===== src/rtl/bus_transfer_arbiter.sv =====
// Round-robin arbiter for the tri-state register bus: grants one requester, then sequences
// src->dst moves; with BUS_ARB_CLR_OP_EN defined, op=1 requests clear the destination instead.
module bus_transfer_arbiter #(
    parameter int NrOfRequesters = 4,
    parameter int NrOfRegs       = 4,
    parameter int IdxBits        = 2
) (
    input  logic                              Clock,
    input  logic                              Reset,
    input  logic [NrOfRequesters-1:0]         req,
    input  logic [NrOfRequesters*IdxBits-1:0] src,
    input  logic [NrOfRequesters*IdxBits-1:0] dst,
    input  logic [NrOfRequesters-1:0]         op,
    output logic [NrOfRequesters-1:0]         ack,
    output logic [NrOfRequesters-1:0]         err,
    output logic [NrOfRegs-1:0]               reg_cs,
    output logic [NrOfRegs-1:0]               reg_ce,
    output logic                              reg_tick,
    output logic [NrOfRegs-1:0]               reg_clr,
    output logic                              busy
);
    // state | meaning
    // IDLE  | bus released, sampling req for the next grant
    // DRIVE | source register drives the bus
    // LOAD  | source still drives; destination captures on the closing edge
    // CLEAR | destination register cleared (clear-op builds only)
    // ACK   | bus turnaround, ack/err pulse to the granted requester

    localparam int GntBits = (NrOfRequesters > 1) ? $clog2(NrOfRequesters) : 1;
    localparam logic [IdxBits:0] RegLimit = (IdxBits+1)'(NrOfRegs);

    typedef enum logic [2:0] {
        IDLE,
        DRIVE,
        LOAD,
`ifdef BUS_ARB_CLR_OP_EN
        CLEAR,
`endif
        ACK
    } state_t;

    state_t                state_q, state_d;
    logic [GntBits-1:0]    last_q, last_d;
    logic [GntBits-1:0]    grant_q, grant_d;
    logic [IdxBits-1:0]    src_q, src_d;
    logic [IdxBits-1:0]    dst_q, dst_d;
    logic                  fault_q, fault_d;

    logic [NrOfRegs-1:0]       reg_cs_q, reg_cs_d;
    logic [NrOfRegs-1:0]       reg_ce_q, reg_ce_d;
    logic                      reg_tick_q, reg_tick_d;
    logic [NrOfRequesters-1:0] ack_q, ack_d;
    logic [NrOfRequesters-1:0] err_q, err_d;
    logic                      busy_q, busy_d;

    logic [IdxBits-1:0]    src_arr [NrOfRequesters];
    logic [IdxBits-1:0]    dst_arr [NrOfRequesters];
    logic [GntBits-1:0]    gnt_sel;
    logic [GntBits-1:0]    cand_idx;
    logic                  gnt_found;
    logic [IdxBits-1:0]    req_src;
    logic [IdxBits-1:0]    req_dst;
    logic                  req_op;

    for (genvar g = 0; g < NrOfRequesters; g++) begin : g_unpack
        assign src_arr[g] = src[g*IdxBits +: IdxBits];
        assign dst_arr[g] = dst[g*IdxBits +: IdxBits];
    end

    // First requesting index after the last grant, wrapping modulo the requester count.
    always_comb begin
        gnt_found = 1'b0;
        gnt_sel   = '0;
        cand_idx  = '0;
        for (int k = 1; k <= NrOfRequesters; k++) begin
            cand_idx = GntBits'((int'(last_q) + k) % NrOfRequesters);
            if (!gnt_found && req[cand_idx]) begin
                gnt_found = 1'b1;
                gnt_sel   = cand_idx;
            end
        end
    end

    assign req_src = src_arr[gnt_sel];
    assign req_dst = dst_arr[gnt_sel];

`ifdef BUS_ARB_CLR_OP_EN
    assign req_op = op[gnt_sel];
`else
    logic unused_op;
    assign unused_op = ^op;
    assign req_op    = 1'b0;
`endif

    always_comb begin
        state_d = state_q;
        last_d  = last_q;
        grant_d = grant_q;
        src_d   = src_q;
        dst_d   = dst_q;
        fault_d = fault_q;
        case (state_q)
            IDLE: begin
                if (gnt_found) begin
                    last_d  = gnt_sel;
                    grant_d = gnt_sel;
                    src_d   = req_src;
                    dst_d   = req_dst;
                    fault_d = ({1'b0, req_src} >= RegLimit) || ({1'b0, req_dst} >= RegLimit)
                              || (!req_op && (req_src == req_dst));
                    if (fault_d) begin
                        state_d = ACK;
`ifdef BUS_ARB_CLR_OP_EN
                    end else if (req_op) begin
                        state_d = CLEAR;
`endif
                    end else begin
                        state_d = DRIVE;
                    end
                end
            end
            DRIVE:   state_d = LOAD;
            LOAD:    state_d = ACK;
`ifdef BUS_ARB_CLR_OP_EN
            CLEAR:   state_d = ACK;
`endif
            ACK:     state_d = IDLE;
            default: state_d = IDLE;
        endcase
    end

    // Outputs are decoded from the next state so every control lands on a flop.
    always_comb begin
        reg_cs_d   = '1;
        reg_ce_d   = '0;
        reg_tick_d = (state_d == LOAD);
        ack_d      = '0;
        err_d      = '0;
        busy_d     = (state_d != IDLE);
        for (int i = 0; i < NrOfRegs; i++) begin
            if ((state_d == DRIVE || state_d == LOAD) && src_d == IdxBits'(i)) begin
                reg_cs_d[i] = 1'b0;
            end
            if (state_d == LOAD && dst_d == IdxBits'(i)) begin
                reg_ce_d[i] = 1'b1;
            end
        end
        for (int j = 0; j < NrOfRequesters; j++) begin
            if (state_d == ACK && grant_d == GntBits'(j)) begin
                ack_d[j] = 1'b1;
                err_d[j] = fault_d;
            end
        end
    end

    always_ff @(posedge Clock or negedge Reset) begin
        if (!Reset) begin
            state_q    <= IDLE;
            last_q     <= GntBits'(NrOfRequesters - 1);
            grant_q    <= '0;
            src_q      <= '0;
            dst_q      <= '0;
            fault_q    <= 1'b0;
            reg_cs_q   <= '1;
            reg_ce_q   <= '0;
            reg_tick_q <= 1'b0;
            ack_q      <= '0;
            err_q      <= '0;
            busy_q     <= 1'b0;
        end else begin
            state_q    <= state_d;
            last_q     <= last_d;
            grant_q    <= grant_d;
            src_q      <= src_d;
            dst_q      <= dst_d;
            fault_q    <= fault_d;
            reg_cs_q   <= reg_cs_d;
            reg_ce_q   <= reg_ce_d;
            reg_tick_q <= reg_tick_d;
            ack_q      <= ack_d;
            err_q      <= err_d;
            busy_q     <= busy_d;
        end
    end

`ifdef BUS_ARB_CLR_OP_EN
    logic [NrOfRegs-1:0] reg_clr_q, reg_clr_d;

    always_comb begin
        reg_clr_d = '0;
        for (int i = 0; i < NrOfRegs; i++) begin
            if (state_d == CLEAR && dst_d == IdxBits'(i)) begin
                reg_clr_d[i] = 1'b1;
            end
        end
    end

    always_ff @(posedge Clock or negedge Reset) begin
        if (!Reset) begin
            reg_clr_q <= '0;
        end else begin
            reg_clr_q <= reg_clr_d;
        end
    end

    assign reg_clr = reg_clr_q;
`else
    assign reg_clr = '0;
`endif

    assign reg_cs   = reg_cs_q;
    assign reg_ce   = reg_ce_q;
    assign reg_tick = reg_tick_q;
    assign ack      = ack_q;
    assign err      = err_q;
    assign busy     = busy_q;

endmodule

===== config.mk =====
export PLATFORM = sky130hd
export DESIGN_NAME = bus_transfer_arbiter
export DESIGN_NICKNAME = d
export VERILOG_FILES = /design/src/rtl/bus_transfer_arbiter.sv
export SDC_FILE = /design/constraint.sdc
export NUM_CORES = 1
export LEC_CHECK = 0
export BUFFER_PORTS_ARGS = -buffer_cell sky130_fd_sc_hd__clkbuf_2
export CAP_MARGIN = 20
export CORE_ASPECT_RATIO = 1.4
export CORE_MARGIN = 3
export CORE_UTILIZATION = 47
export CTS_BUF_LIST = sky130_fd_sc_hd__clkbuf_4 sky130_fd_sc_hd__clkbuf_8
export DETAILED_ROUTE_END_ITERATION = 10
export PLACE_DENSITY = 0.89
export REMOVE_ABC_BUFFERS = 1
export SKIP_LAST_GASP = 1
export SYNTH_ARGS = -nofsm -noshare
export SYNTH_HDL_FRONTEND = slang
export SYNTH_SLANG_ARGS = --single-unit
export TNS_END_PERCENT = 30

===== constraint.sdc =====
create_clock -name Clock -period 1.95 [get_ports Clock]
set_input_delay 0.195 -clock Clock [delete_from_list [all_inputs] [get_ports Clock]]
set_output_delay 0.195 -clock Clock [all_outputs]
set_load 0.005 [all_outputs]

Yosys cells after proc, flatten, opt, wreduce, memory -nomap -nowiden

Cells that the tools add are included.

Register bits after elaboration: 30
Bits of input ports: 26
Output and inout bits: 22
Logic and storage cells: 111

Add/sub/neg operators: 4
Magnitude comparators: 5
Equal/unequal tests: 15
Multiplexer cells: 49
Bitwise logic cells: 1
Reduce and logical (&&, ||, !) cells: 25

Operators by type and width:

| cell                | count |
|---|---|
| $mux 2              | 15 |
| $mux 1              | 26 |
| $logic_and 1x1->1   | 15 |
| $eq 2x2->1 const B  | 6 |
| $lt 2x3->1 const B  | 4 |
| $eq 3x2->1 const B  | 3 |
| $pmux 3 s3          | 1 |
| $bmux 1 s2          | 4 |
| $bmux 2 s2          | 2 |
| $eq 2x1->1 const B  | 3 |
| $eq 3x1->1 const B  | 2 |
| $logic_not 2->1     | 3 |
| $add 2x1->2 const B | 2 |
| $add 2x2->2 const B | 2 |
| $ge 3x3->1 const B  | 1 |
| $logic_not 1->1     | 3 |
| $logic_not 3->1     | 1 |
| $mux 3              | 1 |
| $not 2->3           | 1 |
| $reduce_bool 3->1   | 1 |
| $eq 2x2->1          | 1 |
| $reduce_and 2->1    | 1 |
| $logic_or 1x1->1    | 1 |

Logic depth before layout (Yosys ltp)

Word-level depth: 25
Gate-level depth with buffers: 8
Mapped depth without buffers: 8

Least setup slack after synthesis

No wires, ideal clock.

Path type: register to register
Start point: reg last_q[0]
End point: reg err_q[0] (netlist: err[0])
Library setup time: 0.101 ns
Data arrival time: 1.796 ns
Data required time: 1.849 ns
Slack: 0.053 ns
Cell stages (with the launch flop): 8
Buffers on the path: 0
Clock period less this slack: 1.897 ns
Cell sequence: dfstp_2 > nand2b_1 > o21ai_1 > a211oi_4 > nand2_1 > o21ai_1 > inv_1 > nor4_1

Elaborated cells on any way between the ends: 45
Classes of those cells: 4 x add/sub; 2 x eq/ne; 30 x mux; 1 x bitwise; 8 x reduce/logical

RTL lines:

| element                          | RTL line | text |
|---|---|---|
| from (decl)                      | 43       | `logic [GntBits-1:0] last_q, last_d;` |
| from (signal assigned)           | 159      | `last_q <= GntBits'(NrOfRequesters - 1);` |
| from (signal assigned)           | 172      | `last_q <= last_d;` |
| $add 2x1->2                      | 76       | `cand_idx = GntBits'((int'(last_q) + k) % NrOfRequesters);` |
| $bmux 1 s2                       | 77       | `if (!gnt_found && req[cand_idx]) begin` |
| $mux 1 (not written as such)     | 77       |  |
| $mux 1                           | 77       |  |
| $logic_not 1->1                  | 77       |  |
| $logic_and 1x1->1                | 77       |  |
| $mux 1                           | 77       |  |
| $logic_not 1->1                  | 77       |  |
| [4 not listed]                   | --       |  |
| $mux 2 or $mux 1 (tied branches) | 77       |  |
| $mux 2 *                         | 104      | `if (gnt_found) begin` |
| $mux 2 *                         | 102      | `case (state_q)` |
| net grant_d[0]                   | 44       | `logic [GntBits-1:0] grant_q, grant_d;` |
| $logic_not 2->1 *                | 149      | `if (state_d == ACK && grant_d == GntBits'(j)) begin` |
| $logic_and 1x1->1 *              | 149      |  |
| $mux 1 *                         | 149      |  |
| net err_d[0]                     | 53       | `logic [NrOfRequesters-1:0] err_q, err_d;` |
| to (signal assigned)             | 181      | `err_q <= err_d;` |
| to (decl)                        | 53       |  |

Mark *: on every way through the listed nets, which the timed path passes. The rest lies on a longest branch. The select of a mux whose other input is x is not followed.
A chain may end at the register's enable or synchronous reset.

Final worst setup path

Start point: reg last_q[0]
End point: reg err_q[3] (netlist: err[3])

Word-level cells in the longest chain between the ends: 24
Elaborated cells on any way between the ends: 45
Classes of those cells: 4 x add/sub; 3 x eq/ne; 30 x mux; 1 x bitwise; 7 x reduce/logical

RTL lines:

| element                      | RTL line | text |
|---|---|---|
| $add 2x1->2                  | 76       |  |
| $bmux 1 s2                   | 77       |  |
| $mux 1 (not written as such) | 77       |  |
| $mux 1                       | 77       |  |
| $logic_not 1->1              | 77       |  |
| $logic_and 1x1->1            | 77       |  |
| $mux 1                       | 77       |  |
| $logic_not 1->1              | 77       |  |
| [9 not listed]               | --       |  |
| $eq 2x2->1                   | 110      | `\|\| (!req_op && (req_src == req_dst));` |
| $mux 2                       | 111      | `if (fault_d) begin` |
| $mux 3                       | 104      |  |
| $pmux 3 s3                   | 102      |  |
| $eq 3x2->1                   | 149      |  |
| $logic_and 1x1->1            | 149      |  |
| $mux 1 *                     | 149      |  |
| net err_d[3]                 | 53       |  |

Marked as above.

==> metrics.cfg <==
[synthesis]
synth_compound_area_share_pct = 9.76
ys_types = 37
ys_top_cells_by_count = dfrtp_1 (24), nor2_1 (17), nand2_1 (15), mux2i_1 (10), xor2_1 (8)
yosysTopAreaCell = dfrtp_1
synth-adder-area-share_pct = 0
synth-seq-area-share_pct = 50.5
muxShareOfSynthArea_pct = 10.7
synthTopCellsByArea = dfrtp_1 (40%), dfstp_2 (11%), mux2i_1 (6.7%)
synth_flop_cell = dfrtp_1
async_flop_share_pct = 100
yosys.area.top_type_share_pct = 40.0
synth_most_common_cell = dfrtp_1
syn_area_mm2 = 0.00150
synth_area_per_cell_um2 = 10.6
synth-xor-area-share_pct = 4.67
synth_edf_count = 0
synthCells = 141
yosysWarnings = 0
synth_simple_gate_area_share_pct = 18.6
ys_ff_latch = 30
synth_top_family_by_area = simple AND/OR/NAND/NOR gates

[setup_path]
critPathMaxFanout = 8
cpMaxStageDelayCell = dfstp_2
rrSetupSlack_ns = 0.006
cp_data_arrival_time_ns = 2.09
worstSetupStartpointType = flop
path_cells = nor3b_2, a311oi_2, buf_6, mux2i_4, mux2i_4, a22oi_2, nor3_1
max_stage_delay_ns = 0.56
end_kind = flop
critPathRequiredTime_ns = 2.10
path_class = reg2reg
crit_path_frequent_cell = mux2i_4

[global_route]
grt_pass1_wl_um = 4770
grt_max_degree = 31
grt_overflow_total = 0
grt_pass1_vias = 1144
antenna_found_initial = 0
grt_usage_pct = 17.0

[clock_network]
clock_latency_ns = 0.28
clk_path_buf_depth = 2
cts_tree = built
cts-root-buf = clkbuf_8
clkTransAtPathRegs_ns = 0.06
clock-sinks = 30
htree_levels = 2
cts_buffers = 5

[final_layout]
nFillCells = 226
antenna_cells = 0
area_growth_pct = 34.0
stdcell_area_mm2 = 0.00201
final_layout_size_suffix_gt1_share_pct = 43.3
nets = 228

[route]
wl_per_cell_um = 12.1
drc = 0
viasPerCell = 4.98
dr.pass1.iters = 4
wirelength_um = 2900
drt_iter0_drc = 33
drtAntennaViolNets = 0
num_vias = 1196

[power_and_ir_drop]
leakagePower_nw = 1.01
ir_drop_mv = 0.672
p_per_area_mw_per_mm2 = 1240
design_power_total_mw = 2.50

[timing]
report.final.hold_viol_count = 0
slew_viol_final = 0
finalSetupTns_ns = 0
maxSlewHeadroom_pct = 54.6
worstMarginPinSlew_ns = 0.681
finClkSkew_ns = 0.00718
setup_viol = 0
fin_crit_ns = 1.94
rsz0062_at_grt = true
period_share_pct = 99.7
fmax_mhz = 514
whs_ns = 0.380

[place]
gp_congestion = 0.807
place_area_mm2 = 0.00182
port_buffers = 39
dp_hpwl_um = 2160

[min_path]
worstHoldPathType = in2reg

[floorplanning]
row_count = 23
num_io_pins = 48
dieHeight_um = 72.8
start_util_pct = 50.6
coreArea_mm2 = 0.00296
dieArea_mm2 = 0.00392
die_w_um = 53.8

[flow_run]
max_cap_viol_count = 0

[outcome]
outcome = completed

==> critical path: cells and delay by family, from the launching register on <==
kind / cells / cell delay (ns)
flip-flops: 1 / 0.56
AO/OA/AOI/OAI: 2 / 0.51
multiplexers: 2 / 0.38
buffers and inverters: 1 / 0.21
AND/OR/NAND/NOR: 2 / 0.14
==> placed cells by master (no fill, tap or decap), types with 3 or more instances in the layout <==
cell type | netlist | layout
inv_1 | 7 | 7
nor2_1 | 17 | 17
dfrtp_1 | 24 | 24
nor3_1 | 6 | 6
mux2i_1 | 10 | 8
nand3_1 | 4 | 4
nor4_1 | 4 | 3
xor2_1 | 8 | 8
conb_1 | 1 | 5
mux2i_4 | 1 | 3
clkbuf_8 | 0 | 5
dfstp_2 | 6 | 6
buf_4 | 4 | 16
nand2_1 | 15 | 15
clkbuf_2 | 1 | 39
==> per-stage QoR <==
stage	util, %	worst slack, ns	std cells
3_5_place_dp	61.4	-0.0707	229
3_3_place_gp	61.4	-0.0291	229
4_1_cts	67.4	-0.0223	239
2_1_floorplan	-	-0.273	137
6_report	67.8	0.00613	240
5_1_grt	67.8	-0.130	240
==> final cells by class <==
| type | count | area [um^2] | share of cell area [%] |
|---|---|---|---|
| sequential | 30 | 758 | 37.7 |
| multi-input combinational | 100 | 718 | 35.7 |
| timing repair buffer | 58 | 348 | 17.3 |
| tap | 37 | 46.3 | 2.30 |
| clock buffer | 6 | 76.3 | 3.80 |
| inverter | 7 | 26.3 | 1.31 |
| clock inverter | 2 | 37.5 | 1.87 |
==> routing by layer <==
metal	share of wire (%)	global-route usage [%]	vias to the layer above
met5	0	0	-
met4	2.2	9.38	0
met3	6.2	4.29	7
met2	52	28.8	39
met1	39	18.5	558
li1	-	-	592
==> registers in the layout, summed over array words and instances (netlist names) <==
register and flops:
err 4, reg_cs 4, reg_tick 1, grant_q 2, busy 1, ack 4, reg_ce 4, dst_q 2
last_q 2, src_q 2, fault_q 1, state_q 3
==> cell families (layout without fill, tap and decap cells) <==
group                     after synthesis  after routing
AOI/OAI and AO/OA                      15             15
xor gates and xnor gates                8              8
and+or+nand+nor                        58             58
buffers and inverters                  15             73
other                                   1              5
muxes                                  14             14
DFF                                    30             30
==> report_power, final <==
| part | leakage [nW] | switching (mW) | internal, mW | total, mW |
|---|---|---|---|---|
| clock | 0.0548 | 0.224 | 0.394 | 0.619 |
| sequential | 0.377 | 0.0895 | 0.806 | 0.895 |
| combinational | 0.583 | 0.496 | 0.487 | 0.984 |
| total | 1.01 | 0.810 | 1.69 | 2.50 |
==> path summary, 6_finish.rpt <==
kind / depth (start not counted) / to / startpoint
worst max-delay path: 7 / err[3] / last_q[0]
worst min-delay path: 5 / state_q[0] / req[2]
worst max register to register: 7 / err[3] / last_q[0]
worst min register to register: 1 / reg_ce[2] / dst_q[0]
max in group asynchronous: 2 / src_q[1] / Reset
min in group asynchronous: 2 / ack[0] / Reset
==> what timing repair did <==
action,4_1_cts,5_1_grt
gates cloned,0,0
endpoints found under the setup margin,13,18
hold buffers,1,0
gates resized for setup,8,1
pin swaps,3,3
setup buffers,1,1
endpoints found under the hold margin,24,0
Note: power is estimated with default switching activity, not from simulation.
